**config.mk**
```make
export PLATFORM = sky130hd
export DESIGN_NAME = mem_stage_unit
export DESIGN_NICKNAME = d
export VERILOG_FILES = /design/src/rtl/mem_stage_pkg.sv /design/src/rtl/mem_stage_unit.sv
export SDC_FILE = /design/constraint.sdc
export NUM_CORES = 1
export LEC_CHECK = 0
export CAP_MARGIN = 0
export CORE_ASPECT_RATIO = 0.6
export CORE_MARGIN = 4
export CORE_UTILIZATION = 46
export CTS_CLUSTER_DIAMETER = 40
export DETAILED_ROUTE_END_ITERATION = 10
export GPL_TIMING_DRIVEN = 0
export PLACE_DENSITY = 0.86
export SLEW_MARGIN = 30
export SYNTH_ARGS = -nofsm -noshare
export SYNTH_HDL_FRONTEND = slang
export SYNTH_SLANG_ARGS = --single-unit
```
**constraint.sdc**
```tcl
create_clock -name clk -period 3.85 [get_ports clk]
set_clock_uncertainty 0.1 [all_clocks]
set_input_delay 0.5775 -clock clk [delete_from_list [all_inputs] [get_ports clk]]
set_output_delay 0.5775 -clock clk [all_outputs]
set_load 0.05 [all_outputs]
```
**src/rtl/mem_stage_pkg.sv**
```systemverilog
// ============================================================================
// Module : mem_stage_pkg
// Brief  : Shared types and constants for the pipeline MEM stage.
// Rev    : 1.0  initial release
// ============================================================================
`default_nettype none

package mem_stage_pkg;

    typedef enum logic [0:0] {
        ST_IDLE = 1'b0,
        ST_WAIT = 1'b1
    } state_e;

    localparam logic [1:0] RES_ALU = 2'b00;
    localparam logic [1:0] RES_MEM = 2'b01;
    localparam logic [1:0] RES_PC2 = 2'b10;

    localparam int DEFAULT_TIMEOUT = 15;
    localparam int CNT_W           = 8;

    // A store, or any instruction that writes back memory read data, needs the bus.
    function automatic logic is_mem_op(input logic mem_write, input logic [1:0] result_src);
        return mem_write || (result_src == RES_MEM);
    endfunction

    // Write-back data for instructions that never touch the bus; 11 aliases the ALU path.
    function automatic logic [15:0] pass_result(input logic [1:0]  result_src,
                                                input logic [15:0] alu_res,
                                                input logic [15:0] pc_plus2);
        return (result_src == RES_PC2) ? pc_plus2 : alu_res;
    endfunction

endpackage

`default_nettype wire

```
**src/rtl/mem_stage_unit.sv**
```systemverilog
// ============================================================================
// Module : mem_stage_unit
// Brief  : MEM pipeline stage with a request/ack data bus, stall and timeout abort.
// Rev    : 1.0  initial release
// ============================================================================
`default_nettype none

module mem_stage_unit
    import mem_stage_pkg::*;
#(
    parameter int TIMEOUT = DEFAULT_TIMEOUT
) (
    input  logic        clk,
    input  logic        reset,
    input  logic        regWrite_in,
    input  logic        memWrite_in,
    input  logic [1:0]  resultSrc_in,
    input  logic [15:0] pc_plus2_in,
    input  logic [3:0]  rd_in,
    input  logic [15:0] aluRes_in,
    input  logic [15:0] op2_in,
    output logic        mem_req,
    output logic        mem_we,
    output logic [15:0] mem_addr,
    output logic [15:0] mem_wdata,
    input  logic [15:0] mem_rdata,
    input  logic        mem_ack,
    output logic        stall_out,
    output logic        wb_valid,
    output logic        regWrite_out,
    output logic [3:0]  rd_out,
    output logic [15:0] result_out,
    output logic        err_out
);

    localparam logic [CNT_W-1:0] c_last_wait = CNT_W'(TIMEOUT - 1);

    state_e           r_state;
    logic [CNT_W-1:0] r_cnt;
    logic             r_cap_regwrite;
    logic [3:0]       r_cap_rd;

    logic w_is_mem;
    logic w_expired;

    assign w_is_mem  = is_mem_op(memWrite_in, resultSrc_in);
    assign w_expired = (r_cnt == c_last_wait);

    // Freeze upstream until the bus cycle resolves; the abort cycle releases it.
    always_comb begin
        stall_out = 1'b0;
        if (!reset) begin
            case (r_state)
                ST_IDLE: stall_out = w_is_mem;
                ST_WAIT: stall_out = !mem_ack && !w_expired;
                default: stall_out = 1'b0;
            endcase
        end
    end

    always_ff @(posedge clk) begin
        if (reset) begin
            r_state        <= ST_IDLE;
            r_cnt          <= '0;
            r_cap_regwrite <= 1'b0;
            r_cap_rd       <= '0;
            mem_req        <= 1'b0;
            mem_we         <= 1'b0;
            mem_addr       <= '0;
            mem_wdata      <= '0;
            wb_valid       <= 1'b0;
            regWrite_out   <= 1'b0;
            rd_out         <= '0;
            result_out     <= '0;
            err_out        <= 1'b0;
        end else begin
            wb_valid     <= 1'b0;
            regWrite_out <= 1'b0;
            err_out      <= 1'b0;

            case (r_state)
                ST_IDLE: begin
                    if (w_is_mem) begin
                        r_state        <= ST_WAIT;
                        r_cnt          <= '0;
                        r_cap_regwrite <= regWrite_in;
                        r_cap_rd       <= rd_in;
                        mem_req        <= 1'b1;
                        mem_we         <= memWrite_in;
                        mem_addr       <= aluRes_in;
                        mem_wdata      <= op2_in;
                    end else begin
                        wb_valid     <= 1'b1;
                        regWrite_out <= regWrite_in;
                        rd_out       <= rd_in;
                        result_out   <= pass_result(resultSrc_in, aluRes_in, pc_plus2_in);
                    end
                end

                ST_WAIT: begin
                    // Ack takes priority over an expiry in the same cycle.
                    if (mem_ack) begin
                        r_state      <= ST_IDLE;
                        mem_req      <= 1'b0;
                        wb_valid     <= 1'b1;
                        regWrite_out <= r_cap_regwrite;
                        rd_out       <= r_cap_rd;
                        result_out   <= mem_we ? mem_addr : mem_rdata;
                    end else if (w_expired) begin
                        r_state  <= ST_IDLE;
                        mem_req  <= 1'b0;
                        wb_valid <= 1'b1;
                        err_out  <= 1'b1;
                    end else begin
                        r_cnt <= r_cnt + 1'b1;
                    end
                end

                default: begin
                    r_state <= ST_IDLE;
                    mem_req <= 1'b0;
                end
            endcase
        end
    end

endmodule

`default_nettype wire

```
**Word-level counts from Yosys, hierarchy flattened**

Cells that the tools add are included.

- Flip-flop bits (word level): 71
- Bits in latches: 0
- Bits in writable memories: 0
- Memory bits (read-only): 0
- Output and inout bits: 58
- Word-level logic and storage cells: 62
- Memories: 0

- Add/sub/neg operators: 1
- Multiply operators: 0
- Divide/modulo/power cells: 0
- Magnitude comparators: 0
- Equal/unequal tests: 9
- Shifts and indexed selects: 0
- Muxes and demuxes: 29
- Bitwise gates (word level): 1
- Reduce and logical (&&, ||, !) cells: 9

Operators by type and width:

| kind | number |
|---|---|
| 16-bit 2-to-1 mux | 4 |
| 16-bit case mux with 2 select lines | 1 |
| 8-bit 2-to-1 mux | 3 |
| 8-bit case mux with 2 select lines | 1 |
| 1-bit 2-to-1 mux | 12 |
| 2-bit != test, second input constant | 5 |
| 1-bit case mux with 2 select lines | 5 |
| 8-bit by 1-bit adder with 8-bit output, second input constant | 1 |
| 8-bit by 4-bit equality test with 1-bit output, second input constant | 1 |
| 4-bit 2-to-1 mux | 2 |
| 4-bit case mux with 2 select lines | 1 |
| 2-bit AND reduction | 3 |
| 3-bit by 2-bit != test with 1-bit output, second input constant | 1 |
| 3-bit AND reduction | 1 |
| 3-bit OR reduction | 1 |
| 2-bit by 1-bit equality test with 1-bit output, second input constant | 1 |
| 2-bit equality test, second input constant | 1 |
| 1-bit zero test | 2 |
| 1-bit logical AND | 1 |
| 1-bit logical OR | 1 |
| 1-bit NOT | 1 |

**Logic depth before layout (Yosys ltp)**

Gate-level depths: netlist of run 1.

- Depth in word-level cells: 5
- Gate-level depth with buffers: 7

**Least setup slack after synthesis of run 1**

OpenSTA, ideal clock, no wires.

- Path type: input to output
- From: in mem_ack
- To: out stall_out
- Arrival time: 1.919 ns
- Required time: 3.172 ns
- Setup slack: 1.254 ns
- Stages: 4
- Cell sequence: nand2b_2 a31o_4 buf_4 a21oi_1

- Cells in the longest elaborated chain, start to end: 4

RTL lines:

| item | line | text |
|---|---|---|
| from (decl) | mem_stage_unit.sv:27 | `input logic mem_ack,` |
| 1-bit zero test | mem_stage_unit.sv:55 | `ST_WAIT: stall_out = !mem_ack && !w_expired;` |
| 1-bit logical AND | mem_stage_unit.sv:55 |  |
| 1-bit case mux with 2 select lines | mem_stage_unit.sv:53 | `case (r_state)` |
| 1-bit 2-to-1 mux | mem_stage_unit.sv:52 | `if (!reset) begin` |
| to (decl) | mem_stage_unit.sv:28 | `output logic stall_out,` |

Every way passes these cells.

**Worst setup path after layout of run 1**

- From: in resultSrc_in[0]
- To: out stall_out

- Cells in the longest elaborated chain, start to end: 4

RTL lines:

| item | line | text |
|---|---|---|
| from (decl) | mem_stage_unit.sv:17 | `input logic [1:0] resultSrc_in,` |
| 2-bit by 1-bit equality test with 1-bit output | mem_stage_pkg.sv:24 | `return mem_write \|\| (result_src == RES_MEM);` |
| 1-bit logical OR | mem_stage_pkg.sv:24 |  |
| 1-bit case mux with 2 select lines | mem_stage_unit.sv:53 |  |
| 1-bit 2-to-1 mux | mem_stage_unit.sv:52 |  |

Every way passes these cells.

==> results.yml, run 1 <==
grt:
  overflow: 0
  grt_pass1_vias: 3384
  grt_pass1_wl_um: 16700
  antenna_found_initial: 0
  grt_usage_pct: 25.9
  grt_max_degree: 14
clocking:
  ctsHoldBuffers: 0
  clock_path_buffers: 2
  postCtsSetupBuffers: 0
  clkTransAtPathRegs_ns: 0.06
  cts.sinks: 71
  htreeDepth: 3
  clock_latency_ns: 0.33
  tritoncts: "done"
  post_cts_resized: 0
  cts_buffers: 9
  cts_root_buf: "clkbuf_16"
route:
  vias: 3316
  first_pass_iters: 5
  drtAntennaViolNets: 0
  drt-initial-drc-count: 234
  wire_per_inst_um: 17.6
  via_per_inst: 5.49
  routed_wl_um: 10600
  drc: 0
worst_setup_path:
  cp.arrival_ns: 2.96
  crit_buf_inv: 3
  critPathRequiredTime_ns: 3.17
  critical-path-top-delay-family: "buffers and inverters"
  cp-start-kind: "input pin"
  cp_cell_sequence: "clkdlybuf4s50_1 -> nor2b_2 -> o21ai_2 -> clkbuf_1 -> a21oi_1 -> clkdlybuf4s50_1"
  critPathKind: "in -> out"
  path_common_cell: "clkdlybuf4s50_1"
  end_kind: "primary output"
  path_max_fanout: 10
  cp_slowest_stage_delay_ns: 0.73
  crit_slowest_cell: "clkdlybuf4s50_1"
sta:
  tightest_slew_ns: 0.660
  fmax_mhz: 275
  fin_setup_tns_ns: 0
  setup_viol: 0
  rsz0062_at_grt: "no"
  slew_headroom_pct: 56.0
  final_max_slew_viol_count: 0
  post-route-period-util_pct: 94.5
  period_needed_ns: 3.64
  setup_ws_ns: 0.211
  holdWs_ns: 0.354
  hold_viol: 0
placement:
  hpwl_um: 7720
  gp_congestion: 0.869
  io_buffers: 131
  placed_cells: 588
  dp_slack_ns: 0.264
  dpl_cell_area_sq_um: 4590
final_layout:
  layout-drive-gt1-share_pct: 7.54
  layout.nets: 589
  instances_no_fill: 604
  antenna_cells: 0
  final_core_util_pct: 73.2
  final_area_sq_um: 4890
  fillers: 510
  synthToLayoutAreaGrowth_pct: 54.3
synthesis:
  ys_top_cells_by_area: "dfxtp_1, nand2_1, mux2i_1"
  syn-num-nets: 447
  synth_common_cells: "nand2_1, dfxtp_1, a21oi_1"
  syn_area_sq_um: 3170
  synthCells: 370
  yosysTopAreaCell: "dfxtp_1"
  synth_top_flop_cell: "dfxtp_1"
  yosys_register_bits: 71
  yosysTopAreaCellShare_pct: 44.9
  postSynthAreaPerCell_sq_um: 8.56
  ys_seq_area_share_pct: 44.9
  async_reset_ff_share_pct: 0
  yosys_warnings: 0
  synth_cell_types: 40
  synth_edf_count: 0
  synth_most_common_cell: "nand2_1"
pwr:
  cellPowerDensity_nw_per_um2: 457
  ir_drop_v: 0.000248
  totalPowerFinal_mw: 2.23
  p_leak_nw: 1.83
job:
  maxCapViolations: 0
die:
  core_area_sq_um: 6680
  die-area_sq_um: 8320
  ios: 133
  row_count: 23
  start_util_pct: 47.5
  die_y_um: 72.3
  die_w_um: 115
outcome:
  status: "finished, final reports clean"
hold_path:
  hp-class: "reg -> reg"
[cell type report]
| cell class | instances | area [sq um] | area share (%) |
|---|---|---|---|
| buffer | 30 | 155 | 3.17 |
| timing repair buffer | 131 | 1310 | 26.8 |
| clock buffer | 10 | 229 | 4.69 |
| multi-input combinational | 264 | 1570 | 32.2 |
| tap | 87 | 109 | 2.23 |
| clock inverter | 6 | 70.1 | 1.43 |
| inverter | 5 | 18.8 | 0.384 |
| sequential | 71 | 1420 | 29.1 |
[worst paths after layout]
kind | cells past startpoint | end | start | slack, ns
worst min register to register | 2 | mem_wdata[8] | mem_wdata[8] | 0.35
worst max register to register | 6 | mem_addr[3] | r_state | 2.01
worst min-delay path | 2 | mem_wdata[8] | mem_wdata[8] | 0.35
worst max-delay path | 6 | stall_out | resultSrc_in[0] | 0.21
[metal layers]
metal,vias up,global-route usage [%],share of wire [%]
met4,0,8.46,1.3
met2,173,40.6,44
li1,1576,-,-
met3,16,11.8,13
met5,-,0,0
met1,1551,31.8,41
[cell families (layout without fill, tap and decap cells)]
kind of cell / Yosys count / count (layout) / share of synthesized area [%]
mux: 37 / 37 / 11.7
simple gates: 147 / 147 / 20.6
compound gates: 78 / 78 / 16.6
fa+ha+maj: 2 / 2 / 0.790
buf+inv: 35 / 182 / 5.49
flops: 71 / 71 / 44.9
[state kept, by name, summed over array words and instances (netlist names), 4 cells and up]
signal,flops
r_cnt,8
rd_out,4
mem_wdata,16
r_cap_rd,4
mem_addr,16
result_out,16
[power breakdown]
part           internal (mW)  switching, mW  leakage, nW
clock                  0.505          0.323        0.135
sequential             0.790         0.0333        0.584
combinational          0.226          0.354         1.11
total                   1.52          0.711         1.83
[worst min-delay path, cell delays in order (launching register included)]
cell     delay [ns]
dfxtp_1        0.31
nand2_1        0.05
a21oi_1        0.05
[cells in the final DEF (no fill, tap or decap), drive strengths merged]
cell type      instances
o21ai                  2
mux2i                 37
bufinv                 1
or2                    1
buf                   16
nor2b                  3
clkinv                 1
nor4b                  1
a31o                   1
nand3                  6
nor4                   1
clkbuf                24
a211oi                 4
nand2                109
nand2b                 2
dfxtp                 71
o311ai                 2
a32o                  16
o21a                   1
inv                    6
nor2                   8
o31ai                  2
a31oi                  3
a21oi                 44
or4                    2
o21ba                  1
nand4                  4
nor3                   2
or3                    3
and2                   1
ha                     2
clkinvlp               3
and3                   2
o211ai                 2
nand4b                 2
clkdlybuf4s50        131
Power figures use the tool's default switching activity.
==> run 2, diff against run 1 <==
--- a/config.mk
+++ b/config.mk
@@ -8,12 +8,11 @@
 export CAP_MARGIN = 0
 export CORE_ASPECT_RATIO = 0.6
 export CORE_MARGIN = 4
-export CORE_UTILIZATION = 46
+export CORE_UTILIZATION = 31
 export CTS_CLUSTER_DIAMETER = 40
 export DETAILED_ROUTE_END_ITERATION = 10
 export GPL_TIMING_DRIVEN = 0
-export PLACE_DENSITY = 0.86
-export SLEW_MARGIN = 30
+export SLEW_MARGIN = 20
 export SYNTH_ARGS = -nofsm -noshare
 export SYNTH_HDL_FRONTEND = slang
 export SYNTH_SLANG_ARGS = --single-unit
==> run 2 against run 1 <==
Net effect:
- setup slack better by 0.045 ns
- first-iteration DRC count is 37% lower
- combinational power hardly changed
- sequential power about the same
- hold slack got worse by 0.00086 ns
==> results.yml, run 2 (synthesized netlist as in run 1, its figures left out) <==
placement:
  dpl_cell_area_sq_um: 4650
  hpwl_um: 8400
  gp_congestion: 0.847
  dp_slack_ns: 0.232
  io_buffers: 131
pwr:
  sequentialPowerShare_pct: 36.5
  power_frac_comb_pct: 25.7
  clkPwrFrac_pct: 37.8
  p_sw_share_pct: 30.4
  ir_drop_v: 0.000221
  p_int_mw: 1.57
  p_leak_nw: 1.85
  switchingPower_mw: 0.684
  cellPowerDensity_nw_per_um2: 454
worst_setup_path:
  critPathRequiredTime_ns: 3.17
  end_kind: "primary output"
  path_max_fanout: 10
  critPathKind: "in -> out"
  cp.arrival_ns: 2.92
  rrSetupSlack_ns: 2.04
  cp-start-kind: "input pin"
sta:
  post-route-period-util_pct: 93.4
  setup_ws_ns: 0.256
  rsz0062_at_grt: "no"
  final_max_slew_viol_count: 0
  setup_viol: 0
  period_needed_ns: 3.59
  tightest_slew_ns: 0.581
  hold_viol: 0
  slew_headroom_pct: 61.3
  fin_setup_tns_ns: 0
  fmax_mhz: 278
clocking:
  htreeDepth: 3
  postCtsSetupBuffers: 0
  clock_latency_ns: 0.33
  tritoncts: "done"
  cts_buffers: 9
  post_cts_resized: 0
  cts_root_buf: "clkbuf_16"
  ctsHoldBuffers: 0
  cts.sinks: 71
  clkTransAtPathRegs_ns: 0.06
  clock_path_buffers: 2
final_layout:
  synthToLayoutAreaGrowth_pct: 56.5
  antenna_cells: 0
  layout-drive-gt1-share_pct: 7.54
  final_common_cell: "clkdlybuf4s50_1"
  fillers: 911
  final_area_sq_um: 4960
  top_regs: "mem_addr x16, mem_wdata x16, result_out x16"
  layout.nets: 589
  layout_common_cells: "clkdlybuf4s50_1, nand2_1, dfxtp_1"
grt:
  grt_usage_pct: 18.2
  overflow: 0
  grt_pass1_vias: 3097
  antenna_found_initial: 0
  grt_max_degree: 12
  grt_pass1_wl_um: 17000
die:
  start_util_pct: 32.0
  row_count: 28
  core_area_sq_um: 9910
  ios: 133
  die-area_sq_um: 12000
  die_w_um: 139
  die_y_um: 86.3
route:
  vias: 3221
  routed_wl_um: 11000
  first_pass_iters: 4
  drt-initial-drc-count: 148
  wire_per_inst_um: 16.9
  drc: 0
  drtAntennaViolNets: 0
  via_per_inst: 4.94
outcome:
  status: "finished, final reports clean"
job:
  maxCapViolations: 0
hold_path:
  hp-class: "reg -> reg"
run 2: cell count changes in the layout (fill, tap and decap cells not counted), sizes merged:
cell      change
clkinvlp      -3
inv           -1
clkbuf        +3
clkinv        +1
run 2: cell type report:
cell class,instances,area (sq um),share of cell area [%]
multi-input combinational,264,1570,31.7
clock buffer,13,270,5.45
clock inverter,3,40.0,0.807
tap,135,169,3.41
inverter,5,18.8,0.379
buffer,30,155,3.13
timing repair buffer,131,1310,26.4
sequential,71,1420,28.7
run 2: final timing paths:
path,from,endpoint,cells past startpoint
hold / removal,mem_wdata[14],mem_wdata[14],2
hold reg to reg,mem_wdata[14],mem_wdata[14],2
setup / recovery,resultSrc_in[0],stall_out,6
setup reg to reg,r_state,mem_addr[3],6
run 2: critical path, stage by stage:
cell,delay (ns)
clkdlybuf4s50_1,0.41
nor2b_2,0.19
o21ai_2,0.40
clkbuf_1,0.48
a21oi_1,0.13
clkdlybuf4s50_1,0.73
run 2: stage by stage:
| stage | instances | hold WS [ns] | power, mW | utilization, % |
|---|---|---|---|---|
| after global routing | 652 | 0.379 | 2.35 | 50.0 |
| after global placement | 636 | 0.341 | 1.41 | 46.9 |
| after CTS | 652 | 0.355 | 2.28 | 50.0 |
| after detailed placement | 636 | 0.347 | 1.42 | 46.9 |
| final | 652 | 0.354 | 2.25 | 50.0 |
| after floorplan | 370 | 0.336 | 1.18 | - |
run 2: metal layers:
metal / vias up / wire, um / global-route usage [%]
met5: - / 0 / 0
met4: 0 / 49 / 3.86
met3: 7 / 1090 / 8.77
met2: 142 / 4460 / 26.8
met1: 1498 / 5410 / 24.4
li1: 1574 / - / -
run 2: power by group through the flow:
stage               clock network, mW  logic [mW]  registers [mW]
finish                          0.853       0.578           0.822
global route                    0.904       0.616           0.829
CTS                             0.875       0.583           0.823
detailed placement                  0       0.581           0.838
global placement                    0       0.577           0.836
floorplan                           0       0.173            1.00
==> run 3, diff against run 2 <==
--- a/config.mk
+++ b/config.mk
@@ -8,7 +8,7 @@
 export CAP_MARGIN = 0
 export CORE_ASPECT_RATIO = 0.6
 export CORE_MARGIN = 4
-export CORE_UTILIZATION = 31
+export CORE_UTILIZATION = 30
 export CTS_CLUSTER_DIAMETER = 40
 export DETAILED_ROUTE_END_ITERATION = 10
 export GPL_TIMING_DRIVEN = 0
==> run 3 against run 2 <==
Net effect:
- sequential cell count unchanged
- critical endpoint unchanged
- setup slack got worse by 0.039 ns
- largest cell class unchanged
- count of clock-buffer cells in the layout unchanged
- highest routed layer unchanged
- design area decreased by 0.91%
- global-route usage decreased by 0.45 points
- sequential power about the same
==> results.yml, run 3 (synthesized netlist as in run 1, its figures left out) <==
outcome:
  status: "finished, final reports clean"
clocking:
  clkTransAtPathRegs_ns: 0.05
  cts_buffers: 9
  post_cts_resized: 0
  clock_path_buffers: 2
  postCtsSetupBuffers: 0
  ctsHoldBuffers: 0
  clock_latency_ns: 0.33
  cts.sinks: 71
  cts_root_buf: "clkbuf_16"
  tritoncts: "done"
  htreeDepth: 3
die:
  die_w_um: 141
  row_count: 28
  start_util_pct: 31.4
  die_y_um: 87.6
  die-area_sq_um: 12300
  core_area_sq_um: 10100
  ios: 133
grt:
  grt_max_degree: 11
  antenna_found_initial: 0
  overflow: 0
  grt_pass1_vias: 3147
  grt_pass1_wl_um: 16900
  grt_usage_pct: 17.8
worst_setup_path:
  crit_buf_inv: 3
  crit_start: "resultSrc_in[0]"
  path_max_fanout: 10
  critical-path-top-delay-family: "buffers and inverters"
  cp_slowest_stage_delay_ns: 0.73
  cp_cell_sequence: "clkdlybuf4s50_1 -> nor2b_2 -> o21ai_2 -> clkbuf_1 -> a21oi_1 -> clkdlybuf4s50_1"
  critPathKind: "in -> out"
  end_kind: "primary output"
  reg2reg_from: "r_state"
  path_common_cell: "clkdlybuf4s50_1"
  critPathRequiredTime_ns: 3.17
  crit_slowest_cell: "clkdlybuf4s50_1"
  rrSetupSlack_ns: 2.00
  cp-start-kind: "input pin"
  cp.arrival_ns: 2.96
placement:
  dpl_cell_area_sq_um: 4650
  dp_slack_ns: 0.206
  io_buffers: 131
  hpwl_um: 8310
  gp_congestion: 0.903
  placed_cells: 636
hold_path:
  hp-class: "reg -> reg"
  hold_start: "mem_wdata[3]"
final_layout:
  synthToLayoutAreaGrowth_pct: 55.1
  layout_common_cells: "clkdlybuf4s50_1, nand2_1, dfxtp_1"
  final_common_cell: "clkdlybuf4s50_1"
  final_area_sq_um: 4910
  layout.nets: 589
  top_regs: "mem_addr x16, mem_wdata x16, result_out x16"
  final_core_util_pct: 48.7
  layout-drive-gt1-share_pct: 6.99
  antenna_cells: 0
  instances_no_fill: 650
sta:
  post-route-period-util_pct: 94.4
  setup_ws_ns: 0.216
  final_max_slew_viol_count: 0
  slew_headroom_pct: 50.0
  fmax_mhz: 275
  rsz0062_at_grt: "no"
  period_needed_ns: 3.63
  hold_viol: 0
  tightest_slew_ns: 0.750
  holdWs_ns: 0.353
  fin_setup_tns_ns: 0
  setup_viol: 0
route:
  vias: 3212
  routed_wl_um: 10900
  first_pass_iters: 4
  drt-initial-drc-count: 171
  wire_per_inst_um: 16.8
  drtAntennaViolNets: 0
  drc: 0
  via_per_inst: 4.94
pwr:
  switchingPower_mw: 0.677
  p_leak_nw: 1.83
  power_frac_comb_pct: 26.7
  sequentialPowerShare_pct: 38.2
  totalPowerFinal_mw: 2.16
  ir_drop_v: 0.000223
  clkPwrFrac_pct: 35.1
  cellPowerDensity_nw_per_um2: 439
  p_sw_share_pct: 31.4
  p_int_mw: 1.48
job:
  maxCapViolations: 0
## run 3: cell count changes in the layout (fill, tap and decap cells not counted), sizes merged
cell    change
bufinv      -1
clkinv      -1
## run 3: final cells by class
cell class / instances / area [sq um]
sequential: 71 / 1420
clock buffer: 13 / 260
timing repair buffer: 131 / 1310
fill: 984 / 5180
inverter: 5 / 18.8
clock inverter: 1 / 5.00
multi-input combinational: 264 / 1570
buffer: 30 / 155
tap: 135 / 169
## run 3: path summary, 6_finish.rpt
path                                      to  cells after the start
worst max register to register   mem_addr[5]                      6
worst min-delay path            mem_wdata[3]                      2
worst max-delay path               stall_out                      6
worst min register to register  mem_wdata[3]                      2
## run 3: worst min-delay path: stages, from the launching register on
cell,delay [ns]
dfxtp_1,0.30
nand2_1,0.05
a21oi_1,0.05
## run 3: routing by layer
metal | GRT usage [%] | up-vias | wire, um
li1 | - | 1572 | -
met1 | 24.3 | 1497 | 5250
met2 | 25.8 | 128 | 4400
met3 | 7.53 | 15 | 1130
met4 | 5.01 | 0 | 132
met5 | 0 | - | 0
## run 3: power by group through the flow
stage / clock network [mW] / registers [mW] / logic, mW
final: 0.756 / 0.824 / 0.576
after global routing: 0.809 / 0.831 / 0.614
after CTS: 0.774 / 0.824 / 0.581
after detailed placement: 0 / 0.839 / 0.580
after global placement: 0 / 0.838 / 0.574
after floorplan: 0 / 1.00 / 0.173
